File: config.mk
export PLATFORM = sky130hd
export DESIGN_NAME = vga_rect_ctrl
export DESIGN_NICKNAME = d
export VERILOG_FILES = /design/src/rtl/vga_pkg.sv /design/src/rtl/vga_sync_gen.sv /design/src/rtl/vga_rect_ctrl.sv
export SDC_FILE = /design/constraint.sdc
export NUM_CORES = 1
export LEC_CHECK = 0
export CAP_MARGIN = 30
export CORE_MARGIN = 5
export CORE_UTILIZATION = 58
export CTS_CLUSTER_DIAMETER = 30
export DETAILED_ROUTE_END_ITERATION = 10
export MAX_ROUTING_LAYER = met4
export PLACE_DENSITY = 0.84
export SLEW_MARGIN = 40
export SYNTH_ARGS = -nofsm -noshare
export SYNTH_HDL_FRONTEND = slang
export SYNTH_SLANG_ARGS = --single-unit
export TNS_END_PERCENT = 20
File: constraint.sdc
create_clock -name i_clk -period 2.6 [get_ports i_clk]
set_clock_uncertainty 0.05 [all_clocks]
set_input_delay 0.52 -clock i_clk [delete_from_list [all_inputs] [get_ports i_clk]]
set_output_delay 0.52 -clock i_clk [all_outputs]
set_load 0.01 [all_outputs]
File: src/rtl/vga_pkg.sv
// Shared VGA timing constants, rectangle register map and reset bounds.
// Defaults describe 640x480@60Hz from a 50 MHz clock with a 25 MHz pixel enable.
package vga_pkg;

  localparam int DFLT_H_VIS  = 640;
  localparam int DFLT_H_FP   = 16;
  localparam int DFLT_H_SYNC = 96;
  localparam int DFLT_H_BP   = 48;
  localparam int DFLT_V_VIS  = 480;
  localparam int DFLT_V_FP   = 10;
  localparam int DFLT_V_SYNC = 2;
  localparam int DFLT_V_BP   = 33;
  localparam logic [7:0] DFLT_BASE_ID = 8'h10;

  localparam int H_TOTAL      = DFLT_H_VIS + DFLT_H_FP + DFLT_H_SYNC + DFLT_H_BP;
  localparam int V_TOTAL      = DFLT_V_VIS + DFLT_V_FP + DFLT_V_SYNC + DFLT_V_BP;
  localparam int H_SYNC_START = DFLT_H_VIS + DFLT_H_FP;
  localparam int H_SYNC_END   = H_SYNC_START + DFLT_H_SYNC - 1;
  localparam int V_SYNC_START = DFLT_V_VIS + DFLT_V_FP;
  localparam int V_SYNC_END   = V_SYNC_START + DFLT_V_SYNC - 1;

  typedef enum logic [2:0] {
    OFF_X0_LO = 3'd0,
    OFF_X0_HI = 3'd1,
    OFF_X1_LO = 3'd2,
    OFF_X1_HI = 3'd3,
    OFF_Y0_LO = 3'd4,
    OFF_Y0_HI = 3'd5,
    OFF_Y1_LO = 3'd6,
    OFF_Y1_HI = 3'd7
  } reg_off_e;

  typedef struct packed {
    logic [9:0] x0;
    logic [9:0] x1;
    logic [9:0] y0;
    logic [9:0] y1;
  } rect_t;

  localparam logic [9:0] RST_X0 = 10'd190;
  localparam logic [9:0] RST_X1 = 10'd550;
  localparam logic [9:0] RST_Y0 = 10'd100;
  localparam logic [9:0] RST_Y1 = 10'd370;
  localparam rect_t RST_RECT = {RST_X0, RST_X1, RST_Y0, RST_Y1};

endpackage

File: src/rtl/vga_sync_gen.sv
// Pixel enable, h/v counters and sync decode; syncs are registered from the
// next-state counts so they line up with hcount/vcount on the same clk.
module vga_sync_gen
  import vga_pkg::*;
#(
  parameter int H_VIS  = DFLT_H_VIS,
  parameter int H_FP   = DFLT_H_FP,
  parameter int H_SYNC = DFLT_H_SYNC,
  parameter int H_BP   = DFLT_H_BP,
  parameter int V_VIS  = DFLT_V_VIS,
  parameter int V_FP   = DFLT_V_FP,
  parameter int V_SYNC = DFLT_V_SYNC,
  parameter int V_BP   = DFLT_V_BP
) (
  input  logic       i_clk,
  input  logic       i_reset,
  output logic [9:0] o_hcount,
  output logic [9:0] o_vcount,
  output logic       o_hsync,
  output logic       o_vsync,
  output logic       o_video_on,
  output logic       o_pixel_tick,
  output logic       o_frame_end
);

  localparam logic [9:0] H_LAST   = 10'(H_VIS + H_FP + H_SYNC + H_BP - 1);
  localparam logic [9:0] V_LAST   = 10'(V_VIS + V_FP + V_SYNC + V_BP - 1);
  localparam logic [9:0] HS_FIRST = 10'(H_VIS + H_FP);
  localparam logic [9:0] HS_LAST  = 10'(H_VIS + H_FP + H_SYNC - 1);
  localparam logic [9:0] VS_FIRST = 10'(V_VIS + V_FP);
  localparam logic [9:0] VS_LAST  = 10'(V_VIS + V_FP + V_SYNC - 1);
  localparam logic [9:0] H_VIS_W  = 10'(H_VIS);
  localparam logic [9:0] V_VIS_W  = 10'(V_VIS);

  logic       r_tick;
  logic [9:0] r_hcount;
  logic [9:0] r_vcount;
  logic       r_hsync;
  logic       r_vsync;
  logic       w_h_wrap;
  logic       w_v_wrap;
  logic [9:0] w_h_nxt;
  logic [9:0] w_v_nxt;

  assign w_h_wrap = (r_hcount == H_LAST);
  assign w_v_wrap = (r_vcount == V_LAST);

  always_comb begin
    w_h_nxt = r_hcount;
    w_v_nxt = r_vcount;
    if (r_tick) begin
      w_h_nxt = w_h_wrap ? 10'd0 : r_hcount + 10'd1;
      if (w_h_wrap) begin
        w_v_nxt = w_v_wrap ? 10'd0 : r_vcount + 10'd1;
      end
    end
  end

  always_ff @(posedge i_clk) begin
    if (i_reset) begin
      r_tick   <= 1'b0;
      r_hcount <= 10'd0;
      r_vcount <= 10'd0;
      r_hsync  <= 1'b1;
      r_vsync  <= 1'b1;
    end else begin
      r_tick   <= ~r_tick;
      r_hcount <= w_h_nxt;
      r_vcount <= w_v_nxt;
      r_hsync  <= ~((w_h_nxt >= HS_FIRST) && (w_h_nxt <= HS_LAST));
      r_vsync  <= ~((w_v_nxt >= VS_FIRST) && (w_v_nxt <= VS_LAST));
    end
  end

  assign o_hcount     = r_hcount;
  assign o_vcount     = r_vcount;
  assign o_hsync      = r_hsync;
  assign o_vsync      = r_vsync;
  assign o_pixel_tick = r_tick;
  assign o_video_on   = (r_hcount < H_VIS_W) && (r_vcount < V_VIS_W);
  // Last pixel enable of the frame: the edge where bounds are committed.
  assign o_frame_end  = r_tick && w_h_wrap && w_v_wrap;

endmodule

File: src/rtl/vga_rect_ctrl.sv
// Rectangle window controller: PicoBlaze-written pending bounds, committed to the
// active set at the frame boundary so a frame is always drawn with one bound set.
module vga_rect_ctrl
  import vga_pkg::*;
#(
  parameter int         H_VIS   = DFLT_H_VIS,
  parameter int         H_FP    = DFLT_H_FP,
  parameter int         H_SYNC  = DFLT_H_SYNC,
  parameter int         H_BP    = DFLT_H_BP,
  parameter int         V_VIS   = DFLT_V_VIS,
  parameter int         V_FP    = DFLT_V_FP,
  parameter int         V_SYNC  = DFLT_V_SYNC,
  parameter int         V_BP    = DFLT_V_BP,
  parameter logic [7:0] BASE_ID = DFLT_BASE_ID
) (
  input  logic       i_clk,
  input  logic       i_reset,
  input  logic [7:0] i_port_id,
  input  logic [7:0] i_out_port,
  input  logic       i_write_strobe,
  output logic [9:0] o_hcount,
  output logic [9:0] o_vcount,
  output logic       o_hsync,
  output logic       o_vsync,
  output logic       o_video_on,
  output logic       o_pixel_tick,
  output logic       o_frame_start,
  output logic       o_rect_on
);

  logic [9:0] w_hcount;
  logic [9:0] w_vcount;
  logic       w_video_on;
  logic       w_frame_end;
  logic [7:0] w_rel;
  logic       w_wr;
  reg_off_e   w_off;
  rect_t      r_pend;
  rect_t      r_act;
  logic       r_frame_start;

  vga_sync_gen #(
    .H_VIS (H_VIS),  .H_FP (H_FP),  .H_SYNC (H_SYNC),  .H_BP (H_BP),
    .V_VIS (V_VIS),  .V_FP (V_FP),  .V_SYNC (V_SYNC),  .V_BP (V_BP)
  ) u_sync (
    .i_clk        (i_clk),
    .i_reset      (i_reset),
    .o_hcount     (w_hcount),
    .o_vcount     (w_vcount),
    .o_hsync      (o_hsync),
    .o_vsync      (o_vsync),
    .o_video_on   (w_video_on),
    .o_pixel_tick (o_pixel_tick),
    .o_frame_end  (w_frame_end)
  );

  // Subtracting the base keeps the window decode correct even near 8'hFF.
  assign w_rel = i_port_id - BASE_ID;
  assign w_wr  = i_write_strobe && (w_rel[7:3] == 5'd0);
  assign w_off = reg_off_e'(w_rel[2:0]);

  always_ff @(posedge i_clk) begin
    if (i_reset) begin
      r_pend        <= RST_RECT;
      r_act         <= RST_RECT;
      r_frame_start <= 1'b0;
    end else begin
      r_frame_start <= w_frame_end;
      if (w_frame_end) begin
        r_act <= r_pend;
      end
      if (w_wr) begin
        case (w_off)
          OFF_X0_LO: r_pend.x0[7:0] <= i_out_port;
          OFF_X0_HI: r_pend.x0[9:8] <= i_out_port[1:0];
          OFF_X1_LO: r_pend.x1[7:0] <= i_out_port;
          OFF_X1_HI: r_pend.x1[9:8] <= i_out_port[1:0];
          OFF_Y0_LO: r_pend.y0[7:0] <= i_out_port;
          OFF_Y0_HI: r_pend.y0[9:8] <= i_out_port[1:0];
          OFF_Y1_LO: r_pend.y1[7:0] <= i_out_port;
          OFF_Y1_HI: r_pend.y1[9:8] <= i_out_port[1:0];
          default:   r_pend <= r_pend;
        endcase
      end
    end
  end

  assign o_hcount      = w_hcount;
  assign o_vcount      = w_vcount;
  assign o_video_on    = w_video_on;
  assign o_frame_start = r_frame_start;
  // Strict bounds: an empty or inverted window simply never matches.
  assign o_rect_on     = w_video_on &&
                         (w_hcount > r_act.x0) && (w_hcount < r_act.x1) &&
                         (w_vcount > r_act.y0) && (w_vcount < r_act.y1);

endmodule

Word-level counts from Yosys, hierarchy flattened:

Index checks and enable logic that the tools add are counted.

* multiplexer cells: 5
* reduce and logical (&&, ||, !) cells: 20
* $lt $le $gt $ge: 10
* equal/unequal tests: 9
* bitwise logic cells: 3
* $add $sub $neg: 3

Operator list (number)
* 2-to-1 mux 10 bit: 5
* adder 10 x 1 -> 10 bit, second input constant: 2
* equality test 10 bit, second input constant: 2
* > comparator 10 bit: 2
* < comparator 10 bit: 2
* AND reduction 2 bit: 8
* equality test 3 bit, second input constant: 4
* >= comparator 10 bit, second input constant: 1
* >= comparator 10 x 9 -> 1 bit, second input constant: 1
* less-or-equal comparator 10 bit, second input constant: 1
* less-or-equal comparator 10 x 9 -> 1 bit, second input constant: 1
* logical AND 1 bit: 10
* < comparator 10 bit, second input constant: 1
* < comparator 10 x 9 -> 1 bit, second input constant: 1
* subtractor 8 x 5 -> 8 bit, second input constant: 1
* equality test 3 x 2 -> 1 bit, second input constant: 2
* logical NOT 5 bit: 1
* equality test 3 x 1 -> 1 bit, second input constant: 1
* logical NOT 3 bit: 1
* inverter 1 bit: 3

* output and inout port bits: 26
* bits in registers: 104
* word-level logic and storage cells: 68
* input port bits: 19

Depth between registers and ports, before layout:

Gate-level depths: netlist (run 1).

* depth in word-level cells: 7
* gate-level depth with buffers: 9

Cells and area by module:

A second synthesis (run 1) with hierarchy kept.

* cells, all modules: 566
* area total of the unflattened synthesis: 5121.2 um2

By module, submodules not included
* vga_rect_ctrl: area an instance 3865.0 um2, instances 1, cells each 421
* vga_sync_gen: area an instance 1256.2 um2, instances 1, cells each 145

Worst setup path before layout (run 1):

No wires, ideal clock.

* kind: input -> register
* start: input port i_port_id[4]
* end: register r_pend[34] (netlist name)
* slack: 0.336 ns
* cell stages on the path: 9
* arrival: 2.095 ns
* path through: inv_1 > ha_1 > nand2_1 > nor3_1 > nand4b_1 > nor3_1 > buf_2 > nor2b_1 > a211o_1

* word-level cells in the longest chain between the ends: 4

RTL lines
* start, declared: RTL line vga_rect_ctrl.sv:18 `input logic [7:0] i_port_id,`
* subtractor 8 x 5 -> 8 bit: RTL line vga_rect_ctrl.sv:58 `assign w_rel = i_port_id - BASE_ID;`
* logical NOT 5 bit: RTL line vga_rect_ctrl.sv:59 `assign w_wr = i_write_strobe && (w_rel[7:3] == 5'd0);`
* logical AND 1 bit: RTL line vga_rect_ctrl.sv:59
* AND reduction 2 bit (no line)
* end signal, assigned: RTL line vga_rect_ctrl.sv:82 `default: r_pend <= r_pend;`
* end, declared: RTL line vga_rect_ctrl.sv:38 `rect_t r_pend;`

No other way between the ends.
A chain may end at the register's enable or synchronous reset.

Worst setup path after layout (run 1):

* start: register u_sync.r_hcount[5] (netlist: u_sync.o_hcount[5])
* end: output port o_rect_on

* word-level cells in the longest chain between the ends: 6

RTL lines
* start, declared: RTL line vga_sync_gen.sv:36 `logic [9:0] r_hcount;`
* start signal, assigned: RTL line vga_sync_gen.sv:68 `r_hcount <= w_h_nxt;`
* < comparator 10 bit: RTL line vga_sync_gen.sv:80 `assign o_video_on = (r_hcount < H_VIS_W) && (r_vcount < V_VIS_W);`
* logical AND 1 bit: RTL line vga_sync_gen.sv:80
* logical AND 1 bit: RTL line vga_rect_ctrl.sv:93 `assign o_rect_on = w_video_on &&`
* logical AND 1 bit * (2 in series): RTL line vga_rect_ctrl.sv:94 `(w_hcount > r_act.x0) && (w_hcount < r_act.x1) &&`
* logical AND 1 bit *: RTL line vga_rect_ctrl.sv:95 `(w_vcount > r_act.y0) && (w_vcount < r_act.y1);`
* end, declared: RTL line vga_rect_ctrl.sv:28 `output logic o_rect_on`

Mark *: on every way between the ends. The rest lies on a longest branch, timed or not.

==> results of run 1 <==
area by class of cell:
cell class                      instances  area, sq um
Sequential cell                       104         2110
Clock buffer                            9          124
Timing Repair Buffer                   97          857
Fill cell                             594         2260
Clock inverter                          7         71.3
Inverter                               44          165
Tap cell                              108          135
Multi-Input combinational cell        414         2910
tightest hold or removal path, delay by kind of cell, from the launching register on:
kind | cells | cell delay, ps
DFF | 1 | 320
and+or+nand+nor | 1 | 50
AOI/OAI and AO/OA | 1 | 50
routing by layer:
| metal | vias up | track usage [%] | part of all wire [%] |
|---|---|---|---|
| li1 | 2195 | - | - |
| met1 | 2200 | 31.1 | 41 |
| met2 | 214 | 40.3 | 48 |
| met3 | 65 | 6.09 | 6.8 |
| met4 | 0 | 10.5 | 4.1 |
| met5 | - | - | 0 |
flip-flops by register name (all words and copies together) (netlist names):
register / cells
o_frame_start: 1
u_sync.o_hcount: 10
u_sync.o_pixel_tick: 1
u_sync.o_hsync: 1
u_sync.o_vsync: 1
u_sync.o_vcount: 10
r_act: 40
r_pend: 40
worst max-delay path by stage:
stage	startpoint	to	slack, ps	depth (start not counted)
final	u_sync.o_hcount[5]$_SDFF_PP0_	o_rect_on	-170	6
after global routing	r_act[23]$_SDFFE_PP0P_	o_rect_on	-240	8
after CTS	u_sync.o_vcount[5]$_SDFF_PP0_	o_rect_on	-140	9
after detailed placement	r_act[5]$_SDFFE_PP1P_	o_rect_on	-180	8
after global placement	r_act[5]$_SDFFE_PP1P_	o_rect_on	-120	8
after floorplan	i_port_id[4]	r_pend[34]$_SDFFE_PP1P_	340	9
what timing repair did:
item / 4_1_cts / 5_1_grt
setup endpoints to repair: 2 / 2
hold endpoints to repair: 0 / 0
pin swaps: 7 / 18
hold buffers: 0 / 0
resized for setup: 25 / 41
setup buffers: 1 / 3
cell families (layout without fill, tap and decap cells):
| group | Yosys count | count (layout) | synth area share (%) |
|---|---|---|---|
| flops | 104 | 104 | 40.8 |
| simple gates | 216 | 216 | 20.1 |
| buf+inv | 77 | 157 | 6.15 |
| xor+xnor | 19 | 19 | 3.26 |
| fa+ha+maj | 42 | 42 | 10.3 |
| compound gates | 116 | 116 | 15.2 |
| mux | 21 | 21 | 4.22 |
cell usage in the layout (no fill, tap or decap), types with 3 or more instances in the layout:
cell / netlist / layout
dfxtp_1: 104 / 80
nor2_1: 65 / 63
nand2_1: 61 / 61
buf_4: 3 / 50
clkdlybuf4s50_1: 0 / 42
a21oi_1: 45 / 40
a211o_1: 36 / 36
inv_1: 44 / 36
ha_1: 42 / 29
dfxtp_2: 0 / 23
nor2b_1: 22 / 22
mux2i_1: 20 / 20
nand4_1: 17 / 17
nor3_1: 16 / 16
o21ai_0: 17 / 13
ha_4: 0 / 12
xor2_1: 11 / 11
nand3_1: 9 / 9
clkbuf_8: 0 / 9
inv_2: 0 / 8
xnor2_1: 8 / 8
nand2b_1: 6 / 6
a21oi_2: 0 / 5
a21o_1: 4 / 4
and3_1: 4 / 4
nand3b_1: 3 / 3
inv_8: 0 / 3
stage by stage:
stage	total power, mW	utilization (%)	setup slack [ps]
after floorplan	1.69	-	336
after global placement	1.75	68.6	-124
after detailed placement	1.76	68.6	-179
after CTS	2.73	71.9	-143
after global routing	2.83	73.8	-237
final	2.73	73.8	-173
power by group:
part           internal (mW)  switching, mW
combinational         0.0530         0.0639
clock                  0.378          0.633
sequential              1.60        0.00689
==> results by group, run 1 <==
Floorplanning
  • Die H: slightly above 100 um
  • CORE AREA: 8640 sq um
  • Io pins: 45
  • Die X-Extent: 104 um
  • Total die area: around 11,000 sq um
  • Cell Rows: 34
  • Initial Util: 59.1%

Synthesis
  • Yosys reg bits: 104
  • Ys Warns: 0
  • Mapped Area: 5100 sq um
  • Most common cell in the netlist: dfxtp_1
  • Ys async rst share: 0%
  • Primary FF master, synth: dfxtp_1
  • Share of the synthesized area in the top cell type: 40.8%
  • Syn avg cell area: 8.58 sq um
  • Top post-synthesis cells by area: dfxtp_1, ha_1, a211o_1
  • Syn Inst Count: 595
  • Top post-synthesis cells by count: dfxtp_1, nor2_1, nand2_1
  • Post-synth top area cell: dfxtp_1
  • Sequential-to-total area share from yosys stat: 40.8%
  • Netlist cell types: 46
  • EDFF count, synth: 0
  • Syn_nets: 656

Placed design
  • Dpl cell area: 5920 sq um
  • Port bufs: 44
  • Routability cong.: 0.920
  • Hpwl dp: 8.99 mm
  • Placed insts: 763

Route
  • Routed Antenna Nets: 0
  • Iter 0 DRT Violations: between 400 and 500
  • Post-DR vias/cell: 5.97
  • Via count: roughly 4,700
  • Post-Route WL: 14.0 mm
  • Residual DRC: 0
  • Avg WL per Cell: 17.9 um
  • Pre-Repair DR Iteration Count: 5

Critical path
  • CP required: 2030 ps
  • Reg2Reg Launch Point: u_sync.o_hcount[0]$_SDFF_PP0_
  • Setup crit end kind: output port
  • Reg2reg end: r_act[34]$_SDFFE_PP1P_
  • Critical-path cell list: buf_4 > ha_1 > a21oi_1 > a21oi_2 > nor4_2 > buf_2
  • R2r setup slk: 190 ps
  • CP delay by family, top: compound AO/OA/AOI/OAI gates
  • Buf/Inv on CP: 2
  • Worst-path cell with the longest stage delay: dfxtp_1
  • WP data arrival: 2200 ps
  • Crit start category: flip-flop
  • CP max stage delay: 370 ps
  • Crit path max fanout: 2
  • Crit path kind: reg -> out
  • Reg2reg path depth: 8

Final layout
  • Filler-free cell count of the finished design: ~800
  • N_diodes: 0
  • Layout cells sized above 1: 19.4%
  • Final nets: 731
  • Fin area: around 6400 sq um
  • Area Growth Syn to Fin: 24.9%

Timing
  • Final min period: 2770 ps
  • Setup Viol. Count Final: 2
  • Hold Slack: 402 ps
  • Final Hold Fails: 0
  • Fin crit share: 107%
  • Max Clk Rate: approximately 0.36 GHz
  • Worst setup margin: -173 ps
  • Worst slew pin tran: 419 ps
  • Final setup TNS: -253 ps
  • Max-slew headroom: 72.1%
  • RSZ-0062 raised after global routing: yes
  • Fin. max-slew vios: 0

Clock tree
  • CTS tree: yes
  • Max H-tree Level: 3
  • Num CTS Buffers: 9
  • Clk Tree Root Cell: clkbuf_8
  • Max Root-Sink Buffers: 2
  • Worst-skew pair later-pin latency: 390 ps
  • Clock net sink count: around 100
  • Clk pin slew, worst setup/hold paths: about 110 ps

Status
  • Failing checks: setup timing
  • Outcome: finished, violations left

Global routing
  • Largest net degree at the start of global routing: 97
  • Vias in the first global route: 4,409
  • First-pass GRT wire length: 21.9 mm
  • Initial antenna violation count: 0
  • Grt ovf: 0
  • Total track usage: 25.4%

Power and ir drop
  • Lkg Pwr: 2.44 nW
  • VDD IR-drop max: 0.288 mV
  • PD cells: 428 nW/um^2

Worst hold path
  • Hold path startpoint: r_pend[18]$_SDFFE_PP0P_
  • Worst Hold Class: reg -> reg
  • Hold Path Sink: r_act[18]$_SDFFE_PP0P_
  • Hold depth: 2

Run
  • Max-Cap Viols: 0
Note: power is estimated with default switching activity, not from simulation.
==> run 2: changes to the inputs <==
--- a/config.mk
+++ b/config.mk
@@ -7,11 +7,12 @@
 export LEC_CHECK = 0
 export CAP_MARGIN = 30
+export CELL_PAD_IN_SITES_DETAIL_PLACEMENT = 0
+export CELL_PAD_IN_SITES_GLOBAL_PLACEMENT = 1
 export CORE_MARGIN = 5
-export CORE_UTILIZATION = 58
+export CORE_UTILIZATION = 44
 export CTS_CLUSTER_DIAMETER = 30
 export DETAILED_ROUTE_END_ITERATION = 10
 export MAX_ROUTING_LAYER = met4
 export PLACE_DENSITY = 0.84
-export SLEW_MARGIN = 40
 export SYNTH_ARGS = -nofsm -noshare
 export SYNTH_HDL_FRONTEND = slang
==> constraint.sdc (replaced) <==
create_clock -name i_clk -period 2.6 [get_ports i_clk]
set_clock_uncertainty 0.05 [all_clocks]
set_input_delay 0.65 -clock i_clk [delete_from_list [all_inputs] [get_ports i_clk]]
set_output_delay 0.65 -clock i_clk [all_outputs]
set_load 0.01 [all_outputs]
==> run 2 against run 1 <==
  * Critical endpoint unchanged
  * Fmax down 1.3%
  * Register-to-register slack worse by 20 ps
  * Power up 9.4%
  * Sequential share of layout area down 0.95 points
  * Non-clock buffer count up 13
  * The flow still finishes with violations (setup timing)
  * Largest power group unchanged
  * Via count down 4.9%
==> results by group, run 2 (synthesized netlist as in run 1, its figures left out) <==
Status
  • Outcome: finished, violations left (unchanged)
  • Failing checks: setup timing (unchanged)

Floorplanning
  • Io pins: 45 (unchanged)
  • Initial Util: 44.9% (was 59.1%)
  • Die X-Extent: 118 um (was 104 um)
  • Total die area: 13,800 sq um (was 10,800 sq um)
  • Die H: 118 um (was 104 um)
  • Cell Rows: 39 (was 34)
  • CORE AREA: 11,400 sq um (was 8640 sq um)

Critical path
  • CP delay by family, top: simple AND/OR/NAND/NOR gates (was compound AO/OA/AOI/OAI gates)
  • Crit path kind: reg -> out (unchanged)
  • CP max stage delay: 330 ps (was 370 ps)
  • Setup crit end kind: output port (unchanged)
  • Crit path max fanout: 6 (was 2)
  • CP required: 1900 ps (was 2030 ps)
  • WP data arrival: 2110 ps (was 2200 ps)
  • Critical-path cell list: buf_4 > ha_1 > a211o_1 > a31oi_2 > nand4_1 > nor4_2 > buf_2 (was buf_4 > ha_1 > a21oi_1 > a21oi_2 > nor4_2 > buf_2)
  • Crit start category: flip-flop (unchanged)
  • Worst-path cell with the longest stage delay: dfxtp_2 (was dfxtp_1)
  • Buf/Inv on CP: 2 (unchanged)

Clock tree
  • Worst-skew pair later-pin latency: 350 ps (was 390 ps)
  • CTS tree: yes (unchanged)
  • Max Root-Sink Buffers: 2 (unchanged)
  • Clk Tree Root Cell: clkbuf_16 (was clkbuf_8)
  • Clk pin slew, worst setup/hold paths: 70 ps (was 110 ps)
  • Num CTS Buffers: 9 (unchanged)
  • Clock net sink count: 104 (unchanged)
  • Max H-tree Level: 3 (unchanged)
  • Hold_buf cts: 0 (unchanged)

Timing
  • Final min period: 2810 ps (was 2770 ps)
  • RSZ-0062 raised after global routing: yes (unchanged)
  • Fin. max-slew vios: 0 (unchanged)
  • Final Hold Fails: 0 (unchanged)
  • Fin crit share: 108% (was 107%)
  • Setup Viol. Count Final: 2 (unchanged)
  • Worst slew pin tran: 460 ps (was 419 ps)
  • Max-slew headroom: 69.3% (was 72.1%)
  • Final setup TNS: -376 ps (was -253 ps)
  • Worst setup margin: -210 ps (was -173 ps)
  • Max Clk Rate: 0.356 GHz (was 0.361 GHz)
  • Hold Slack: 404 ps (was 402 ps)

Placed design
  • Routability cong.: 0.926 (was 0.920)
  • Placed insts: 812 (was 763)
  • Hpwl dp: 8.93 mm (was 8.99 mm)
  • Port bufs: 44 (unchanged)
  • Pre-CTS WS: -417 ps (was -179 ps)
  • Dpl cell area: 6080 sq um (was 5920 sq um)

Final layout
  • Leading registers by flop count: r_act (40), r_pend (40) (unchanged)
  • Post-layout util: 57.2% (was 73.8%)
  • N_diodes: 0 (unchanged)
  • Final nets: 744 (was 731)
  • Commonest non-fill, non-tap cell in the layout: dfxtp_1 (unchanged)
  • Most frequent cells in the layout: dfxtp_1, nor2_1, buf_4, nand2_1, a21oi_1 (was dfxtp_1, nor2_1, nand2_1, buf_4, clkdlybuf4s50_1)
  • Fillers: 1,068 (was 594)
  • Layout cells sized above 1: 16.9% (was 19.4%)
  • Fin area: 6510 sq um (was 6370 sq um)
  • Area Growth Syn to Fin: 27.5% (was 24.9%)
  • Filler-free cell count of the finished design: 830 (was 783)

Worst hold path
  • Worst Hold Class: reg -> reg (unchanged)

Route
  • Avg WL per Cell: 15.1 um (was 17.9 um)
  • Routed Antenna Nets: 0 (unchanged)
  • Post-Route WL: 12.5 mm (was 14.0 mm)
  • Iter 0 DRT Violations: 482 (was 465)
  • Residual DRC: 0 (unchanged)
  • Via count: 4,447 (was 4,674)
  • Pre-Repair DR Iteration Count: 5 (unchanged)
  • Post-DR vias/cell: 5.36 (was 5.97)

Global routing
  • Met1 usage: 25.3% (was 31.1%)
  • GR met2 Demand/Resource: 26.8% (was 40.3%)
  • Met3 usage: 3.80% (was 6.09%)
  • Largest net degree at the start of global routing: 97 (unchanged)
  • Vias in the first global route: 4,194 (was 4,409)
  • Grt ovf: 0 (unchanged)
  • GR peak layer: met2 (unchanged)
  • Total track usage: 18.4% (was 25.4%)
  • Initial antenna violation count: 0 (unchanged)
  • First-pass GRT wire length: 20.6 mm (was 21.9 mm)

Power and ir drop
  • VDD IR-drop max: 0.271 mV (was 0.288 mV)
  • Total chip power: 2.99 mW (was 2.73 mW)
  • Lkg Pwr: 2.56 nW (was 2.44 nW)
  • PD cells: 459 nW/um^2 (was 428 nW/um^2)

Run
  • Max-Cap Viols: 0 (unchanged)
run 2: cell types whose count changed in the layout (fill, tap and decap cells not counted), moves of 3 or more:
cell	delta
dfxtp_1	+12
inv_2	-4
buf_4	+12
a21oi_1	+3
inv_1	+4
a21oi_2	-3
inv_8	-3
clkbuf_8	-9
ha_4	-5
dfxtp_2	-11
ha_1	+6
clkbuf_16	+9
run 2: report_power, final:
group / total [mW] / leakage (nW) / internal [mW] / switching (mW)
logic: 0.117 / 1.58 / 0.0531 / 0.0638
registers: 1.60 / 0.845 / 1.60 / 0.00564
clock network: 1.27 / 0.134 / 0.655 / 0.613
run 2: final timing paths:
kind / start / end / slack, ps / cells past startpoint
setup / recovery: u_sync.o_hcount[9]$_SDFF_PP0_ / o_rect_on / -210 / 7
hold / removal: r_pend[25]$_SDFFE_PP1P_ / r_act[25]$_SDFFE_PP1P_ / 400 / 1
setup reg to reg: u_sync.o_hcount[1]$_SDFF_PP0_ / u_sync.o_vsync$_SDFF_PP1_ / 170 / 8
hold reg to reg: r_pend[25]$_SDFFE_PP1P_ / r_act[25]$_SDFFE_PP1P_ / 400 / 1
run 2: worst reg2reg max path, delay by kind of cell, from the launching register on:
kind	cells	cell delay [ps]
buffers and inverters	1	160
multiplexers	1	310
flip-flops	1	390
AO/OA/AOI/OAI	1	290
AND/OR/NAND/NOR	4	900
adder cells (fa/ha/maj)	1	200
run 2: metal layers:
layer	up-vias	share of wire (%)
li1	2231	-
met1	2067	48
met2	124	45
met3	25	4.8
met4	0	1.9
met5	-	0
run 2: what timing repair did:
item,CTS,global route
setup endpoints to repair,2,3
pin swaps,9,12
setup buffers,3,1
gates resized for setup,17,20
run 2: area by class of cell:
type / instances / area (sq um) / area share [%]
inverter: 44 / 165 / 2.54
timing repair buffer: 110 / 967 / 14.9
tap: 143 / 179 / 2.75
clock inverter: 5 / 40.0 / 0.615
sequential: 104 / 2100 / 32.2
clock buffer: 10 / 229 / 3.52
multi-input combinational: 414 / 2830 / 43.5
